File: src/rtl/vc_arbiter_sched.sv
// vc_arbiter_sched: weighted two-VC scheduler feeding two destination FIFOs.
// VC0 gets up to VC0_WEIGHT back-to-back grants before VC1 gets one.
// Popped words land in the destination FIFO two cycles later, steered by one bit of the word.
module vc_arbiter_sched #(
   parameter int BW         = 6,
   parameter int DEST_BIT   = 4,
   parameter int VC0_WEIGHT = 3
) (
   input  logic          clk,
   input  logic          reset,
   input  logic          active_in,
   input  logic          vc0_empty,
   input  logic          vc1_empty,
   input  logic [BW-1:0] vc0_data,
   input  logic [BW-1:0] vc1_data,
   input  logic          d0_almost_full,
   input  logic          d1_almost_full,
   output logic          vc0_pop,
   output logic          vc1_pop,
   output logic          d0_push,
   output logic          d1_push,
   output logic [BW-1:0] d_data,
   output logic [1:0]    arb_state,
   output logic          idle_out
);

   localparam logic [3:0] WMAX = 4'(VC0_WEIGHT);

   typedef enum logic [1:0] {
      S_IDLE  = 2'b00,
      S_RUN   = 2'b01,
      S_STALL = 2'b10,
      S_DRAIN = 2'b11
   } state_t;

   state_t          state_q;
   logic [3:0]      wcnt_q, wcnt_d;
   // [0]: word popped last cycle, data on the VC bus now; [1]: word being pushed now
   logic [1:0]      vld_pipe_q, vld_pipe_d;
   logic            sel_q, sel_d;          // 1: the stage-0 word comes from VC1
   logic            d0_push_q, d0_push_d;
   logic            d1_push_q, d1_push_d;
   logic [BW-1:0]   d_data_q, d_data_d;
   logic [BW-1:0]   rd_word;
   logic            ok, grant_en;

   // Grant: new pops only while RUN is live and both destinations have headroom
   always_comb begin
      ok       = !d0_almost_full && !d1_almost_full;
      grant_en = !reset && (state_q == S_RUN) && active_in && ok;
      vc0_pop  = grant_en && !vc0_empty && (vc1_empty || (wcnt_q < WMAX));
      vc1_pop  = grant_en && !vc1_empty && !vc0_pop;
   end

   // Weight counter: counts VC0 grants, reset by a VC1 grant or by going idle
   always_comb begin
      wcnt_d = wcnt_q;
      if (state_q == S_IDLE)
         wcnt_d = '0;
      else if (vc1_pop)
         wcnt_d = '0;
      else if (vc0_pop && (wcnt_q < WMAX))
         wcnt_d = wcnt_q + 4'd1;
   end

   // Datapath: capture read data one cycle after the pop, steer by the destination bit
   always_comb begin
      vld_pipe_d = {vld_pipe_q[0], vc0_pop | vc1_pop};
      sel_d      = vc1_pop;
      rd_word    = sel_q ? vc1_data : vc0_data;
      d_data_d   = vld_pipe_q[0] ? rd_word : d_data_q;
      d1_push_d  = vld_pipe_q[0] &&  rd_word[DEST_BIT];
      d0_push_d  = vld_pipe_q[0] && !rd_word[DEST_BIT];
   end

   // Datapath and counter registers; reset discards any word in flight
   always_ff @(posedge clk) begin
      if (reset) begin
         wcnt_q     <= '0;
         vld_pipe_q <= '0;
         sel_q      <= 1'b0;
         d_data_q   <= '0;
         d0_push_q  <= 1'b0;
         d1_push_q  <= 1'b0;
      end else begin
         wcnt_q     <= wcnt_d;
         vld_pipe_q <= vld_pipe_d;
         sel_q      <= sel_d;
         d_data_q   <= d_data_d;
         d0_push_q  <= d0_push_d;
         d1_push_q  <= d1_push_d;
      end
   end

   // Control FSM; DRAIN ignores active_in until the pipeline is empty
   always_ff @(posedge clk) begin
      if (reset) begin
         state_q <= S_IDLE;
      end else begin
         case (state_q)
            S_IDLE:  if (active_in) state_q <= S_RUN;
            S_RUN: begin
               if (!active_in)
                  state_q <= S_DRAIN;
               else if (d0_almost_full || d1_almost_full)
                  state_q <= S_STALL;
            end
            S_STALL: begin
               if (!active_in)
                  state_q <= S_DRAIN;
               else if (!d0_almost_full && !d1_almost_full)
                  state_q <= S_RUN;
            end
            S_DRAIN: if (vld_pipe_q == 2'b00) state_q <= S_IDLE;
            default: state_q <= S_IDLE;
         endcase
      end
   end

   assign d0_push   = d0_push_q;
   assign d1_push   = d1_push_q;
   assign d_data    = d_data_q;
   assign arb_state = state_q;
   assign idle_out  = (state_q == S_IDLE) && (vld_pipe_q == 2'b00);

endmodule

File: config.mk
export PLATFORM = sky130hd
export DESIGN_NAME = vc_arbiter_sched
export DESIGN_NICKNAME = d
export VERILOG_FILES = /design/src/rtl/vc_arbiter_sched.sv
export SDC_FILE = /design/constraint.sdc
export NUM_CORES = 1
export LEC_CHECK = 0
export ABC_AREA = 1
export CELL_PAD_IN_SITES_DETAIL_PLACEMENT = 1
export CELL_PAD_IN_SITES_GLOBAL_PLACEMENT = 1
export CORE_MARGIN = 1
export CORE_UTILIZATION = 28
export CTS_CLUSTER_DIAMETER = 60
export DETAILED_ROUTE_END_ITERATION = 10
export PLACE_DENSITY_LB_ADDON = 0.15
export SLEW_MARGIN = 20
export SYNTH_ARGS = -nofsm -noshare
export SYNTH_HDL_FRONTEND = slang
export SYNTH_SLANG_ARGS = --single-unit
File: constraint.sdc
create_clock -name clk -period 1.6 [get_ports clk]
set_input_delay 0.16 -clock clk [delete_from_list [all_inputs] [get_ports clk]]
set_output_delay 0.16 -clock clk [all_outputs]
set_load 0.02 [all_outputs]
=== Word-level counts from Yosys, hierarchy flattened ===
Index checks and enable logic that the tools add are counted.

* Div/mod/pow operators: 0
* $lt $le $gt $ge: 1
* Mux-type cells: 8
* Bitwise operators: 1
* Multiply operators: 0
* Reduce and logical (&&, ||, !) cells: 25
* $add $sub $neg: 1
* Equal/unequal tests: 7
* Shift operators: 0

{| class="wikitable"
|+ Operator list
! kind !! number
|-
| logical AND 1 bit || 12
|-
| two-way mux 2 bit || 6
|-
| one-hot mux 2 bit (4 select lines) || 1
|-
| logical NOT 1 bit || 7
|-
| two-way mux 6 bit || 1
|-
| adder 4 x 1 -> 4 bit (second input constant) || 1
|-
| equality test 2 bit (second input constant) || 2
|-
| logical NOT 2 bit || 2
|-
| less-than comparator 4 x 2 -> 1 bit (second input constant) || 1
|-
| inequality test 2 bit (second input constant) || 2
|-
| AND reduction 4 bit || 1
|-
| inequality test 3 x 2 -> 1 bit (second input constant) || 1
|-
| inequality test 3 bit (second input constant) || 1
|-
| OR reduction 3 bit || 1
|-
| equality test 2 x 1 -> 1 bit (second input constant) || 1
|-
| logical OR 1 bit || 2
|-
| bitwise OR 1 bit || 1
|}

* Register bits: 17
* Latch bits: 0
* Input port bits: 19
* RAM bits: 0
* Output and inout bits: 13
* Memories: 0
* ROM bits: 0
* Logic and storage cells: 50

=== Longest topological paths before layout ===
* Depth after elaboration: 9
* Mapped depth: 9
* Depth with buffers taken out: 9

=== Least setup slack after synthesis ===
No wires, ideal clock.

* Path type: register to output
* Start point: register state_q[0] (netlist: arb_state[0])
* End point: output vc1_pop
* Data required time: 1.440 ns
* Arrival time: 1.185 ns
* Stages on the path, launching flop included: 5
* Setup slack: 0.255 ns
* Buffers on the path: 0
* Cells stage by stage: dfxtp_1 -> nand3_1 -> nor3_2 -> nand2_1 -> nor2_1

* Longest elaborated chain between the ends: 8
* Elaborated cells between the ends (all ways): 9
* Those cells by class: 1 x eq/ne; 8 x reduce/logical

{| class="wikitable"
|+ Ends and longest elaborated chain
! what !! line !! text
|-
| start: declaration || 36 || <nowiki>state_t state_q;</nowiki>
|-
| start signal: assignment || 98 || <nowiki>state_q <= S_IDLE;</nowiki>
|-
| start signal: assignment || 101 || <nowiki>S_IDLE: if (active_in) state_q <= S_RUN;</nowiki>
|-
| start signal: assignment || 104 || <nowiki>state_q <= S_DRAIN;</nowiki>
|-
| equality test 2 x 1 -> 1 bit (*) || 50 || <nowiki>grant_en = !reset && (state_q == S_RUN) && active_in && ok;</nowiki>
|-
| logical AND 1 bit (*) (3 in a row) || 50 ||
|-
| logical AND 1 bit (2 in a row) || 51 || <nowiki>vc0_pop = grant_en && !vc0_empty && (vc1_empty || (wcnt_q < WMAX));</nowiki>
|-
| logical NOT 1 bit || 52 || <nowiki>vc1_pop = grant_en && !vc1_empty && !vc0_pop;</nowiki>
|-
| logical AND 1 bit (*) || 52 ||
|-
| end: declaration || 19 || <nowiki>output logic vc1_pop,</nowiki>
|}

Every way passes the cells marked *; elsewhere a longest branch is shown, timed or not.

=== Final worst setup path ===
* Start point: register state_q[1] (netlist: arb_state[1])
* End point: output vc1_pop

Same word-level chain as after synthesis.

==> qor.yml <==
cellLeakagePower_uw: 0.0005809
clk_pin_slew_ns: 0.11
synth_compound_area_frac: 0.1720
cp.arrival_ns: 1.37
relSlewSlack: 0.8295
rr_startpoint: "arb_state[1]"
die_area_um2: 2994
drive_gt1_frac: 0.2840
ys.flop_type: "dfxtp_1"
fin_area_um2: 1343
rr_endpoint: "wcnt_q[1]"
cap_violations: 0
hp-class: "in -> reg"
setup_viol_count_final: 0
p_total_uw: 916.2
synthArstFlopShare: 0
finalNetCount: 183
startpoint: "arb_state[1]"
fmax_mhz: 652.8
port_buffers: 31
grt_antenna_before_repair: 0
grt_use_total: 0.1764
cp-start-kind: "flop"
dr.max_layer_used: "met4"
fin_crit_sh: 0.9574
cts-root-buf: "clkbuf_4"
grt_pass1_vias: 861
synth_top_family_by_area: "simple AND/OR/NAND/NOR gates"
hold_viol: 0
wl_met3_um: 106
yosys_register_bits: 17
synth_xor_area_frac: 0
synth_area_um2: 778.2
synth_edf_count: 0
setup_tns_ns: 0
syn_to_final_growth_pct: 72.51
n_fill_cell: 336
ir_drop_v: 0.0006040
muxShareOfSynthArea: 0
vias_per_cell: 4.661
grt_start_max_net_pins: 11
initial_utilization: 0.3058
critPathKind: "reg -> out"
chipHeight_um: 54.72
grt_overflow: 0
gp_congestion: 0.7669
wl_met2_mm: 1.238
critical_path_required_ns: 1.44
core_area_um2: 2545
first_pass_iters: 3
drc_errors: 0
insertion_delay_ns: 0.30
htree_levels: 1
rsz0062_at_grt: "yes"
synth.yosys.seq_area_share: 0.4373
endpoint_kind: "primary output"
vias: 895
clk_path_buf_depth: 2
dp_hpwl_mm: 1.743
post-place-ws_ns: -0.3276
wl_met1_mm: 1.039
cts.sinks: 17
die_w_um: 54.72
status: "completed"
antenna_left: 0
drt_first_iter_violations: 3
ff2ff_setup_slack_ns: 0.12
tightest_slew_ns: 0.2555
rows: 18
crit_path_end: "vc1_pop"
skew_ns: 0.004593
avgSynthCellArea_um2: 7.011
final_common_cell: "clkdlybuf4s50_1"
synth_cells: 111
ios: 32
p_per_area_nw_per_um2: 682.4
finalWorstSetupSlack_ns: 0.06823
synth-simple-area-share: 0.2765
crit_fanout: 6
cts-buffers-inserted: 3
num_antenna_cells: 0
layout_common_cells: "clkdlybuf4s50_1 (28), buf_4 (19), nand2_1 (18), a21oi_1 (15), inv_1 (14)"
postRouteWirelength_mm: 2.399
syn_nets: 131
yosys_warnings: 0
avgRoutedWirePerCell_um: 12.49
synth_fa_ha_area_frac: 0.01608
rr_worst_depth: 8
slew_viol_final: 0
fin_crit_ns: 1.532
cts_hold_repair.buffers: 0
synthDistinctLibCells: 17
cts_tree: "done"
grt_pass1_wl_mm: 3.670
place_area_um2: 1219
-- power breakdown --
part	internal, uW	switching, uW	total [uW]
logic	124	107	231
clock network	93.1	145	238
registers	434	12.3	446
-- per-layer routing --
metal,up-vias,track usage
met3,2,0.06111
met4,0,0.03846
met2,18,0.3133
met1,415,0.1997
met5,-,0
li1,460,-
-- stage by stage --
| step | instances | hold slack (ns) | utilization |
|---|---|---|---|
| after floorplan | 111 | 0.2514 | - |
| after CTS | 189 | 0.4006 | 0.4897 |
| after global routing | 192 | 0.4091 | 0.5275 |
| after global placement | 184 | 0.4188 | 0.4789 |
| final | 192 | 0.4140 | 0.5275 |
| after detailed placement | 184 | 0.4274 | 0.4789 |
-- cell usage after synthesis, types with 2 or more instances --
library cell	number	area, um^2
inv_1	15	56.30
a21oi_1	15	75.07
o21ai_0	10	50.05
nor2_1	14	52.55
nand3_1	5	25.02
inv_2	2	7.510
nor3_1	3	15.01
dfxtp_1	17	340.3
nand2_1	22	82.58
-- cells by family after synthesis --
kind of cell             count (synthesis)
flip-flops                              17
AO/OA/AOI/OAI                           26
AND/OR/NAND/NOR                         48
adder cells (fa/ha/maj)                  1
buffers and inverters                   19
-- flip-flops by register name, summed over array words and instances, names as in the netlist --
name        count
arb_state       2
wcnt_q          4
d0_push         1
d1_push         1
vld_pipe_q      2
sel_q           1
d_data          6
-- worst min path at each step --
stage	from	to	slack [ns]	cells after the start
floorplan	vc1_empty	vld_pipe_q[0]	0.25	1
global placement	wcnt_q[3]	wcnt_q[3]	0.42	2
detailed placement	wcnt_q[3]	wcnt_q[3]	0.43	2
CTS	vc0_data[1]	d_data[1]	0.40	3
global route	vc0_data[2]	d_data[2]	0.41	3
finish	vc0_data[1]	d_data[1]	0.41	3
-- area by class of cell --
cell class / instances / area (um^2) / area share
Sequential cell: 17 / 347.8 / 0.2591
Clock buffer: 3 / 22.52 / 0.01678
Inverter: 17 / 63.81 / 0.04753
Tap cell: 30 / 37.54 / 0.02796
Clock inverter: 1 / 5.005 / 0.003728
Multi-Input combinational cell: 75 / 420.4 / 0.3131
Timing Repair Buffer: 49 / 445.4 / 0.3318
-- critical path: stages (launching register included) --
cell and delay, ns:
dfxtp_4 0.38, inv_1 0.07, nand3_2 0.09, nor3_4 0.22
nand2_2 0.10, nor2_4 0.09, buf_6 0.12
-- timing repair --
item	in CTS	in global routing
endpoints found under the setup margin	4	3
setup buffers	1	3
gates resized for setup	17	21
pin swaps	0	8
No activity file was read; power rests on OpenSTA's default activity.
==> RTL edit: new RTL, same flow settings <==
`d_data_q` no longer has a reset.
--- a/src/rtl/vc_arbiter_sched.sv
+++ b/src/rtl/vc_arbiter_sched.sv
@@ -79,17 +79,19 @@
          wcnt_q     <= '0;
          vld_pipe_q <= '0;
          sel_q      <= 1'b0;
-         d_data_q   <= '0;
          d0_push_q  <= 1'b0;
          d1_push_q  <= 1'b0;
       end else begin
          wcnt_q     <= wcnt_d;
          vld_pipe_q <= vld_pipe_d;
          sel_q      <= sel_d;
-         d_data_q   <= d_data_d;
          d0_push_q  <= d0_push_d;
          d1_push_q  <= d1_push_d;
       end
+   end
+
+   always_ff @(posedge clk) begin
+      d_data_q <= d_data_d;
    end
 
    // Control FSM; DRAIN ignores active_in until the pipeline is empty
Function: differs if reset is asserted again (counterexample within 4 cycles, from zero or initial values and one cycle with reset high); with reset held inactive, the same outputs for 10 cycles.
==> RTL edit against the original RTL <==
Area after synthesis grew 1.1%. Clock power is 5% lower. Via count decreased by 15%. Sequential cell count unchanged. Setup slack better by 7.4 ps. Wire length down 18%. Cell area down 3.8%. Total power down 3.1%. Worst hold slack improved by 46 ps. Non-clock buffer count shrank 5. Critical path type unchanged. Critical endpoint unchanged.
==> RTL edit: results (changes against the original RTL) <==
outcome = finished, final reports clean (unchanged)
Comb power = 193 µW (was 231 µW)
top cells by count, synth = inv_1, nand2_1, nor2_1 (was nand2_1, dfxtp_1, a21oi_1, inv_1, nor2_1)
leak pwr = 0.000541 µW (was 0.000581 µW)
met3 routed WL = 118 µm (was 106 µm)
fraction of area in multi-input gates = 0.269 (was 0.313)
Compound-Gate Fraction of Synth Area = 0.0747 (was 0.172)
Post-Synth Adder-Cell Area = 0.0159 (was 0.0161)
r2r setup slk = 200 ps (was 120 ps)
number of non-clock buffers in the layout = 44 (was 49)
invs w/o clock = 18 (was 17)
Seq/Total Area, Yosys = 0.509 (was 0.437)
GR Util All Layers = 0.150 (was 0.176)
multi-input gates = 56 (was 75)
Post-CTS Setup Inserts = 0 (was 1)
Hold Crit Class = reg2reg (was in2reg)
Clock group = 226 µW (was 238 µW)
Placement Cell Area = 1220 µm² (about the same)
Post-synth EDFFs = 6 (was 0)
fillers = 308 (was 336)
Placed Cells = 164 (was 184)
unique cell type count in the Yosys netlist = 19 (was 17)
met1 GRT Util = 0.174 (was 0.200)
fin cells = 169 (was 192)
met2 Use GR = 0.253 (was 0.313)
post-layout min period = 1520 ps (was 1530 ps)
Post-CTS Resized = 18 (was 17)
top cells by area, synth = dfxtp_1, edfxtp_1, inv_1, mux2_2, nand2_1 (was dfxtp_1, nand2_1, a21oi_1, inv_1, nor2_1)
Layout area overhead = 64.1% (was 72.5%)
syn avg cell area = 8.46 µm² (was 7.01 µm²)
FFs & Latches = 17 (unchanged)
drt wl/cell = 11.7 µm (was 12.5 µm)
mux contribution to synthesized area = 0.0715 (was 0)
Iter 0 DRT Violations = 2 (was 3)
first-pass GRT wire length = 3170 µm (was 3670 µm)
CP Max Fanout = 3 (was 6)
Post-Route M1 WL = 833 µm (was 1040 µm)
syn_nets = 113 (was 131)
peak supply drop = 0.378 mV (was 0.604 mV)
Final GP Congestion = 0.788 (was 0.767)
clk_skew = 3.60 ps (was 4.59 ps)
area of the multi-input gates = 348 µm² (was 420 µm²)
==> RTL edit: cell count changes after synthesis, moves of 2 or more <==
cell / delta
a21oi_1: -11
nand2_1: -9
dfxtp_1: -6
edfxtp_1: +6
mux2_2: +5
o21ai_0: -4
inv_1: +2
==> RTL edit: per-stage QoR <==
step | hold slack (ps) | power (µW)
detailed placement | 422 | 676
floorplan | 251 | 561
global placement | 418 | 670
global route | 456 | 942
finish | 460 | 887
CTS | 437 | 896
==> RTL edit: final timing paths <==
kind	end	from	cells after the start
worst max-delay path	vc1_pop	arb_state[0]	5
worst min-delay path	wcnt_q[2]	wcnt_q[2]	2
worst max register to register	wcnt_q[0]	wcnt_q[0]	10
worst min register to register	wcnt_q[2]	wcnt_q[2]	2
==> RTL edit: critical path, cell delays in order, from the launching register on <==
cell and delay [ps]:
dfxtp_1 420, nand3_1 150, nor3_2 180, nand2_2 110
nor2_4 100, buf_6 120
